**src/rtl/tqvp_fpu_queue_ctrl.sv**
```systemverilog
// tqvp_fpu_queue_ctrl: TinyQV FPU front-end that issues to pipelined FP units
// and keeps up to DEPTH operations in flight or queued in an in-order FIFO.
//
// Ports:
//   clk, rst_n         clock, asynchronous active-low reset
//   ui_in              unused
//   uo_out             [0] result_avail, [1] busy, [7:2] zero
//   address, data_in   register byte address, write data
//   data_write_n       2'b11 = no write, any other value = write
//   data_read_n        2'b11 = no read, any other value = read
//   data_out           combinational read data for address
//   data_ready         always 1
//   user_interrupt     irq_en & result_avail
//   exec_valid         one-cycle issue strobe
//   exec_op/a/b        issued op (0 ADD, 1 SUB, 2 MUL) and operands
//   exec_done/result   in-order result return strobe and data
module tqvp_fpu_queue_ctrl #(
    parameter int FW    = 16,
    parameter int DEPTH = 4
) (
    input  logic          clk,
    input  logic          rst_n,
    input  logic [7:0]    ui_in,
    output logic [7:0]    uo_out,
    input  logic [5:0]    address,
    input  logic [31:0]   data_in,
    input  logic [1:0]    data_write_n,
    input  logic [1:0]    data_read_n,
    output logic [31:0]   data_out,
    output logic          data_ready,
    output logic          user_interrupt,
    output logic          exec_valid,
    output logic [1:0]    exec_op,
    output logic [FW-1:0] exec_a,
    output logic [FW-1:0] exec_b,
    input  logic          exec_done,
    input  logic [FW-1:0] exec_result
);

    localparam int AW = $clog2(DEPTH);

    localparam logic [5:0] ADDR_OPA  = 6'h00;
    localparam logic [5:0] ADDR_OPB  = 6'h04;
    localparam logic [5:0] ADDR_CMD  = 6'h08;
    localparam logic [5:0] ADDR_RES  = 6'h0C;
    localparam logic [5:0] ADDR_STAT = 6'h10;
    localparam logic [5:0] ADDR_CTRL = 6'h14;

    localparam logic [5:0] DEPTH_U = 6'(DEPTH);
    localparam logic [4:0] DEPTH_C = 5'(DEPTH);

    logic [FW-1:0] opa;
    logic [FW-1:0] opb;
    logic [2:0]    last_op;
    logic          irq_en;
    logic          ovf;
    logic          unf;
    logic          ill;
    logic [4:0]    outstanding;
    logic [4:0]    count;
    logic [AW-1:0] wr_ptr;
    logic [AW-1:0] rd_ptr;
    logic [FW-1:0] mem [DEPTH];

    logic          wr;
    logic          rd;
    logic          wr_opa;
    logic          wr_opb;
    logic          wr_cmd;
    logic          wr_stat;
    logic          wr_ctrl;
    logic          rd_res;
    logic [2:0]    op;
    logic          op_ok;
    logic [5:0]    used;
    logic          credit;
    logic          issue;
    logic          flush;
    logic          done_ok;
    logic          fifo_full;
    logic          fifo_empty;
    logic          push;
    logic          drop;
    logic          pop;
    logic          ovf_set;
    logic          unf_set;
    logic          ill_set;
    logic [FW-1:0] neg_b;
    logic          busy;
    logic          avail;

    // Bus bits that carry no meaning for this block.
    logic unused_bits;
    assign unused_bits = ^{ui_in, data_in};

    assign wr      = data_write_n != 2'b11;
    assign rd      = data_read_n != 2'b11;
    assign wr_opa  = wr && address == ADDR_OPA;
    assign wr_opb  = wr && address == ADDR_OPB;
    assign wr_cmd  = wr && address == ADDR_CMD;
    assign wr_stat = wr && address == ADDR_STAT;
    assign wr_ctrl = wr && address == ADDR_CTRL;
    assign rd_res  = rd && address == ADDR_RES;

    assign op    = data_in[2:0];
    assign op_ok = op <= 3'd2;

    // Credit counts both in-flight and queued ops, so a result can never
    // arrive to a full FIFO. A pop in the same cycle does not add credit.
    assign used   = {1'b0, outstanding} + {1'b0, count};
    assign credit = used < DEPTH_U;
    assign issue  = wr_cmd && op_ok && credit;

    assign flush   = wr_ctrl && data_in[1];
    assign done_ok = exec_done && outstanding != 5'd0;

    assign fifo_full  = count == DEPTH_C;
    assign fifo_empty = count == 5'd0;

    // A flush frees every slot, so a result landing alongside it is kept.
    assign push = done_ok && (flush || !fifo_full);
    assign drop = done_ok && !flush && fifo_full;
    assign pop  = rd_res && !fifo_empty;

    assign ovf_set = (wr_cmd && op_ok && !credit) || drop;
    assign unf_set = rd_res && fifo_empty;
    assign ill_set = wr_cmd && !op_ok;

    assign neg_b = {~opb[FW-1], opb[FW-2:0]};

    assign busy  = outstanding != 5'd0;
    assign avail = !fifo_empty;

    assign uo_out         = {6'b0, busy, avail};
    assign data_ready     = 1'b1;
    assign user_interrupt = irq_en && avail;

    always_comb begin
        data_out = '0;
        case (address)
            ADDR_OPA:  data_out[FW-1:0] = opa;
            ADDR_OPB:  data_out[FW-1:0] = opb;
            ADDR_CMD:  data_out[2:0] = last_op;
            ADDR_RES: begin
                if (avail) data_out[FW-1:0] = mem[rd_ptr];
            end
            ADDR_STAT: data_out[20:0] = {
                outstanding, 3'b0, count, 2'b0,
                ill, unf, ovf, !credit, avail, busy
            };
            ADDR_CTRL: data_out[0] = irq_en;
            default:   data_out = '0;
        endcase
    end

    always_ff @(posedge clk or negedge rst_n) begin
        if (!rst_n) begin
            opa     <= '0;
            opb     <= '0;
            last_op <= '0;
            irq_en  <= 1'b0;
            ovf     <= 1'b0;
            unf     <= 1'b0;
            ill     <= 1'b0;
        end else begin
            if (wr_opa) opa <= data_in[FW-1:0];
            if (wr_opb) opb <= data_in[FW-1:0];
            if (wr_cmd) last_op <= op;
            if (wr_ctrl) irq_en <= data_in[0];
            // New events win over a W1C in the same cycle.
            ovf <= (ovf && !(wr_stat && data_in[3])) || ovf_set;
            unf <= (unf && !(wr_stat && data_in[4])) || unf_set;
            ill <= (ill && !(wr_stat && data_in[5])) || ill_set;
        end
    end

    always_ff @(posedge clk or negedge rst_n) begin
        if (!rst_n) begin
            exec_valid <= 1'b0;
            exec_op    <= '0;
            exec_a     <= '0;
            exec_b     <= '0;
        end else begin
            exec_valid <= issue;
            if (issue) begin
                exec_op <= op[1:0];
                exec_a  <= opa;
                exec_b  <= (op == 3'd1) ? neg_b : opb;
            end
        end
    end

    always_ff @(posedge clk or negedge rst_n) begin
        if (!rst_n) begin
            outstanding <= '0;
        end else if (issue && !done_ok) begin
            outstanding <= outstanding + 5'd1;
        end else if (!issue && done_ok) begin
            outstanding <= outstanding - 5'd1;
        end
    end

    always_ff @(posedge clk or negedge rst_n) begin
        if (!rst_n) begin
            wr_ptr <= '0;
            rd_ptr <= '0;
            count  <= '0;
            for (int i = 0; i < DEPTH; i++) mem[i] <= '0;
        end else if (flush) begin
            rd_ptr <= '0;
            wr_ptr <= push ? AW'(1) : '0;
            count  <= push ? 5'd1 : 5'd0;
            if (push) mem[0] <= exec_result;
        end else begin
            if (push) begin
                mem[wr_ptr] <= exec_result;
                wr_ptr      <= wr_ptr + AW'(1);
            end
            if (pop) rd_ptr <= rd_ptr + AW'(1);
            if (push && !pop) begin
                count <= count + 5'd1;
            end else if (!push && pop) begin
                count <= count - 5'd1;
            end
        end
    end

endmodule

```
**config.mk**
```make
export PLATFORM = sky130hd
export DESIGN_NAME = tqvp_fpu_queue_ctrl
export DESIGN_NICKNAME = d
export VERILOG_FILES = /design/src/rtl/tqvp_fpu_queue_ctrl.sv
export SDC_FILE = /design/constraint.sdc
export NUM_CORES = 1
export LEC_CHECK = 0
export ABC_AREA = 1
export BUFFER_PORTS_ARGS = -buffer_cell sky130_fd_sc_hd__buf_2
export CORE_ASPECT_RATIO = 2
export CORE_MARGIN = 2
export CORE_UTILIZATION = 55
export DETAILED_ROUTE_END_ITERATION = 10
export GPL_ROUTABILITY_DRIVEN = 0
export PLACE_DENSITY = 0.81
export SLEW_MARGIN = 15
export SYNTH_ARGS = -nofsm -noshare
export SYNTH_HDL_FRONTEND = slang
export SYNTH_SLANG_ARGS = --single-unit
export TNS_END_PERCENT = 1
```
**constraint.sdc**
```tcl
create_clock -name clk -period 4.3 [get_ports clk]
set_clock_uncertainty 0.05 [all_clocks]
set_input_delay 0.645 -clock clk [delete_from_list [all_inputs] [get_ports clk]]
set_output_delay 0.645 -clock clk [all_outputs]
set_load 0.02 [all_outputs]
```
# Word-level counts from Yosys, hierarchy flattened
# Cells that the tools add are included.
[word_totals]
reg_bits = 152
inputBits = 69
[classes]
n_addsub = 7
order_cmp = 5
n_eq_ne = 9
mux = 26
bitwise_logic = 4
n_reduce_logical = 54
[ops]
columns = ["op", "n"]
rows = [
  ["$mux W16", 7],
  ["$bwmux W64", 1],
  ["$mux W64", 1],
  ["$pmux W13 S4", 1],
  ["$bmux W16 S2", 1],
  ["$demux W16 S2", 1],
  ["$mux W5", 6],
  ["$logic_and A1 B1 Y1", 29],
  ["$eq A6 B4 Y1 const B", 2],
  ["$eq A6 B5 Y1 const B", 2],
  ["$logic_not A1 Y1", 12],
  ["$add A5 B1 Y5 const B", 2],
  ["$pmux W2 S5", 1],
  ["$sub A5 B1 Y5 const B", 2],
  ["$mux W2", 4],
  ["$add A5 B5 Y6", 1],
  ["$eq A6 B3 Y1 const B", 1],
  ["$ge A3 B3 Y1 const B", 2],
  ["$logic_not A6 Y1", 1],
  ["$lt A6 B3 Y1 const B", 1],
  ["$not A2 Y3", 2],
  ["$pmux W1 S6", 1],
  ["$reduce_bool A2 Y1", 3],
  ["$eq A5 B3 Y1 const B", 1],
  ["other kinds (12)", 20],
]

# Longest topological paths before layout
[depth]
depth_word = 10
depth_mapped = 18
ltp_nobuf = 16

# Worst setup path before layout
# Ideal clock, no wire load.
[synth_timing]
path_kind = "input -> register"
from = "input port address[1]"
to = "register outstanding[4]"
setup_ns = 0.125
arrival_ns = 2.897
t_required_ns = 4.125
path_slack_ns = 1.228
stages = 18
n_path_buf = 2
path_cell_list = "nor2_4 nand4_2 or2_1 buf_2 nor2_2 nand2_4 inv_6 buf_8 ha_1 inv_1 fa_1 a21oi_1 nor2_1 nor2_1 nand2_1 nand2_1 nor2_1 xor2_1"
[synth_via]
elab_chain_len = 7
elab_cells_between_ends = 9
[synth_rtl]
columns = ["element", "line", "rtl"]
rows = [
  ["start, declared", "25", "input logic [5:0] address,"],
  ["$eq A6 B4 Y1 *", "100", "assign wr_cmd = wr && address == ADDR_CMD;"],
  ["$logic_and A1 B1 Y1 *", "100", ""],
  ["$logic_and A1 B1 Y1 * (2 in a row)", "112", "assign issue = wr_cmd && op_ok && credit;"],
  ["net issue", "77", "logic issue;"],
  ["$logic_not A1 Y1", "198", "end else if (!issue && done_ok) begin"],
  ["$logic_and A1 B1 Y1", "198", ""],
  ["$reduce_bool A2 Y1 (no line)", "--", ""],
  ["end signal, assigned", "197", "outstanding <= outstanding + 5'd1;"],
  ["end signal, assigned", "199", "outstanding <= outstanding - 5'd1;"],
  ["end, declared", "59", "logic [4:0] outstanding;"],
]
# The timed path passes the listed nets; every way through them passes the cells marked *.
# A chain may end at the register's enable or synchronous reset.

# Worst setup path in the final report
[layout_timing]
from = "register rd_ptr[0]"
to = "output port data_out[12]"
[layout_via]
elab_chain_len = 6
[layout_rtl]
columns = ["element", "line", "rtl"]
rows = [
  ["start, declared", "62", "logic [AW-1:0] rd_ptr;"],
  ["start signal, assigned", "219", "if (pop) rd_ptr <= rd_ptr + AW'(1);"],
  ["$not A2 Y3 (not written as such)", "145", "if (avail) data_out[FW-1:0] = mem[rd_ptr];"],
  ["$bmux W16 S2", "145", ""],
  ["$mux W16 (not written as such) (2 in a row)", "145", ""],
  ["$mux W16", "145", ""],
  ["$pmux W13 S4", "140", "case (address)"],
  ["end, declared", "29", "output logic [31:0] data_out,"],
]
# Every way passes these cells. The select of a mux whose other input is x is not followed.

==> implementation parameters <==
Parameter                              Value

Critical path
  Maximum net fanout on the critical path    34
  Endpoint required time on the critical path    3.61 ns
  Nature of the critical path endpoint    primary output
  Critical setup path kind    flip-flop to primary output
  Cell Chain, Critical Path    buf_4, inv_1, o21ai_0, o22ai_1, a22oi_1, o211ai_1, buf_2
  Nature of the critical path startpoint    flip-flop
  Crit path largest cell delay    0.77 ns
  Data arrival, critical path    2.73 ns
  Slowest CP cell    inv_1

Clock network
  Clock Sink Count    152
  Clk Latency, worst-skew pair    0.43 ns
  Buffers from clock root to sink, at most    2
  Post-CTS setup buffer count    0
  Clock-pin slew on the worst setup and hold paths    0.07 ns
  CTS Buf Count    17
  CTS HTree Levels    4
  Count of instances resized after the clock tree is built    0
  Number of hold-repair buffers added at the cts stage    0
  Cell chosen for the clock root    clkbuf_16
  TritonCTS clock tree    built

Die
  Die H    168 microns
  Chip Width    85.9 microns
  Effective utilization at floorplan    56.4%
  Placement row count    59
  Core Box Area    0.0131 sq mm
  Num ports    146
  DIE AREA    0.0144 sq mm

Synth
  Synthesized netlist cell count    856
  Leading cell types by total area after synthesis    dfrtp_1 (52%), nand2_1 (11%), o21ai_1 (6.9%), o21ai_0 (4.1%), inv_1 (4.1%)
  Number of warnings issued by yosys    0
  Main synth FF type    dfrtp_1
  Area leader, netlist    dfrtp_1
  Sequential cell area fraction in the yosys report    51.6%
  Number of register bits inferred by synthesis    152
  Mean post-synth cell area    8.62 sq um
  Area of the mapped netlist    0.00737 sq mm
  Async set or reset register ratio after synthesis    100%
  Area share of the largest cell type after synthesis    51.6%
  Number of enable flip-flop cells after synthesis    0
  Number of distinct library cells after synthesis    39

STA
  Hold Vio Cnt, Final    0
  Fin crit period    3.42 ns
  RSZ-0062 raised after global routing    false
  Number of failing setup endpoints in the final timing report    0
  Final slew viol count    0
  Worst Hold Margin    0.262 ns
  Share of the cycle needed by the critical path after routing    79.6%
  Least setup slack across all paths after layout    0.879 ns
  Headroom to the max-slew limit    32.3%
  Measured slew at the worst slew-check pin    1.01 ns
  Max Clk Rate    292 MHz
  Sum of negative setup slack    0 ns

Placement
  Placement-stage worst setup slack    1.01 ns
  Port bufs    103
  Sum of net half-perimeters after detailed placement    12.5 mm

Global route
  Via count of the first global-routing pass    5,994
  Total global routing track utilization    26.8%
  GRT Residual Overflow    0
  First-pass GRT wire length    29.8 mm
  Antenna violations before repair    0
  Pin count of the biggest net entering global routing    104

Routing
  Iter 0 DRT Violations    562
  Drt first pass iters    9
  Number of nets with antenna violations after detailed routing    0
  Via density per instance    5.63
  M1 wire length    6.88 mm
  Detailed-route DRC error count    8
  Overall routed net length    18.7 mm
  Detailed route wirelength on metal2    9.77 mm
  Detail-routed net length per standard cell    16.9 microns
  Uppermost layer routed    met4
  Overall via count from detail_route    6,222
  Met3 wire len    1.08 mm

Final layout
  Diode insertion count for antenna repair    0
  Ratio of cells with drive above 1 in the final layout    18.3%
  Most common cell after layout, fill and taps aside    nand2_1
  Number of inserted filler cells in the final layout    1,085
  Top library cells by usage in the layout, fill and taps aside    nand2_1 (218), dfrtp_1 (152), buf_2 (102), o21ai_1 (101), inv_1 (81)
  Total area of multi-input combinational cells    0.00291 sq mm
  Fraction of the core area covered by cells at the end of the flow    64.3%
  Storage cell area    0.00380 sq mm
  Post-synthesis to final-layout area growth    13.9%
  Final Net Count    1,027

Power and ir drop
  Power density over the cells    609 mW/mm^2
  Peak VDD IR    0.296 mV
  Leakage power    4.37 nW

Job
  Max_cap viols    0

Status
  Run status    finished, violations left
  Violated checks    DRC

Min path
  Path class of the lowest-slack min-delay path    primary input to async pin
-- cells by family (layout without fill, tap and decap cells) --
kind of cell | count (synthesis) | after routing | share of synthesized area [%]
xor gates and xnor gates | 5 | 5 | 0.594
buffers and inverters | 147 | 229 | 9.81
AOI/OAI and AO/OA | 222 | 222 | 16.6
and+or+nand+nor | 311 | 311 | 18.2
adders and majority gates | 17 | 17 | 3.09
other | 2 | 18 | 0.102
DFF | 152 | 152 | 51.6
-- stage by stage --
step | area [sq um] | instances | power, mW
global placement | 7820 | 1074 | 3.56
global route | 8400 | 1106 | 5.43
floorplan | 7430 | 872 | 3.25
detailed placement | 7820 | 1074 | 3.63
CTS | 8400 | 1106 | 5.11
finish | 8400 | 1106 | 5.12
-- cells in the mapped netlist, drive strengths merged, types with 2 or more instances --
cell and instances:
nand2 230, o21ai 167, dfrtp 152, inv 87
nor2 51, buf 39, clkbuf 20, nand3 19
o22ai 17, ha 15, a21oi 13, o211ai 9
a22oi 8, nand4 8, o221ai 4, o2111ai 3
xor2 3, conb 2, fa 2, xnor2 2
-- power by group --
group          switching (mW)  internal [mW]  total, mW
registers               0.275           1.84       2.12
clock network           0.631          0.829       1.46
logic                   0.987          0.552       1.54
total                    1.89           3.23       5.12
-- layout make-up --
class                   count  share of cell area, %
flip-flops and latches    152                   45.3
multi-input cells         573                   34.6
repair buffers            109                   6.90
clock buffers              19                   5.27
inverters                  88                   4.05
well taps                 152                   2.26
clock inverters            13                   1.62
-- registers in the layout, indices dropped and copies added, names as in the netlist --
signal,cells
count,5
exec_a,16
exec_b,16
exec_op,2
exec_valid,1
ill,1
irq_en,1
last_op,3
mem,64
opa,16
opb,16
outstanding,5
ovf,1
rd_ptr,2
unf,1
wr_ptr,2
-- worst paths after layout --
check | start | to | slack (ns) | depth (start not counted)
max | rd_ptr[0]$_DFFE_PN0P_ | data_out[12] | 0.88 | 7
min | rst_n | mem[15]$_DFFE_PN0P_ | 0.26 | 1
max reg2reg | outstanding[4]$_DFFE_PN0P_ | outstanding[4]$_DFFE_PN0P_ | 1.18 | 15
min reg2reg | exec_a[4]$_DFFE_PN0P_ | exec_a[4]$_DFFE_PN0P_ | 0.42 | 2
max in group asynchronous | rst_n | mem[54]$_DFFE_PN0P_ | 3.08 | 2
min in group clk | exec_a[4]$_DFFE_PN0P_ | exec_a[4]$_DFFE_PN0P_ | 0.42 | 2
-- critical path: cells and delay by family, from the launching register on --
kind | cells | cell delay [ns]
buffers and inverters | 3 | 1.24
AO/OA/AOI/OAI | 4 | 0.68
flip-flops | 1 | 0.36
-- routing by layer --
metal  vias up  GRT usage [%]
met1      2938           31.0
li1       2936              -
met2       282           46.1
met3        66           4.34
met4         0           15.3
met5         -              0
No activity file was read; power rests on OpenSTA's default activity.
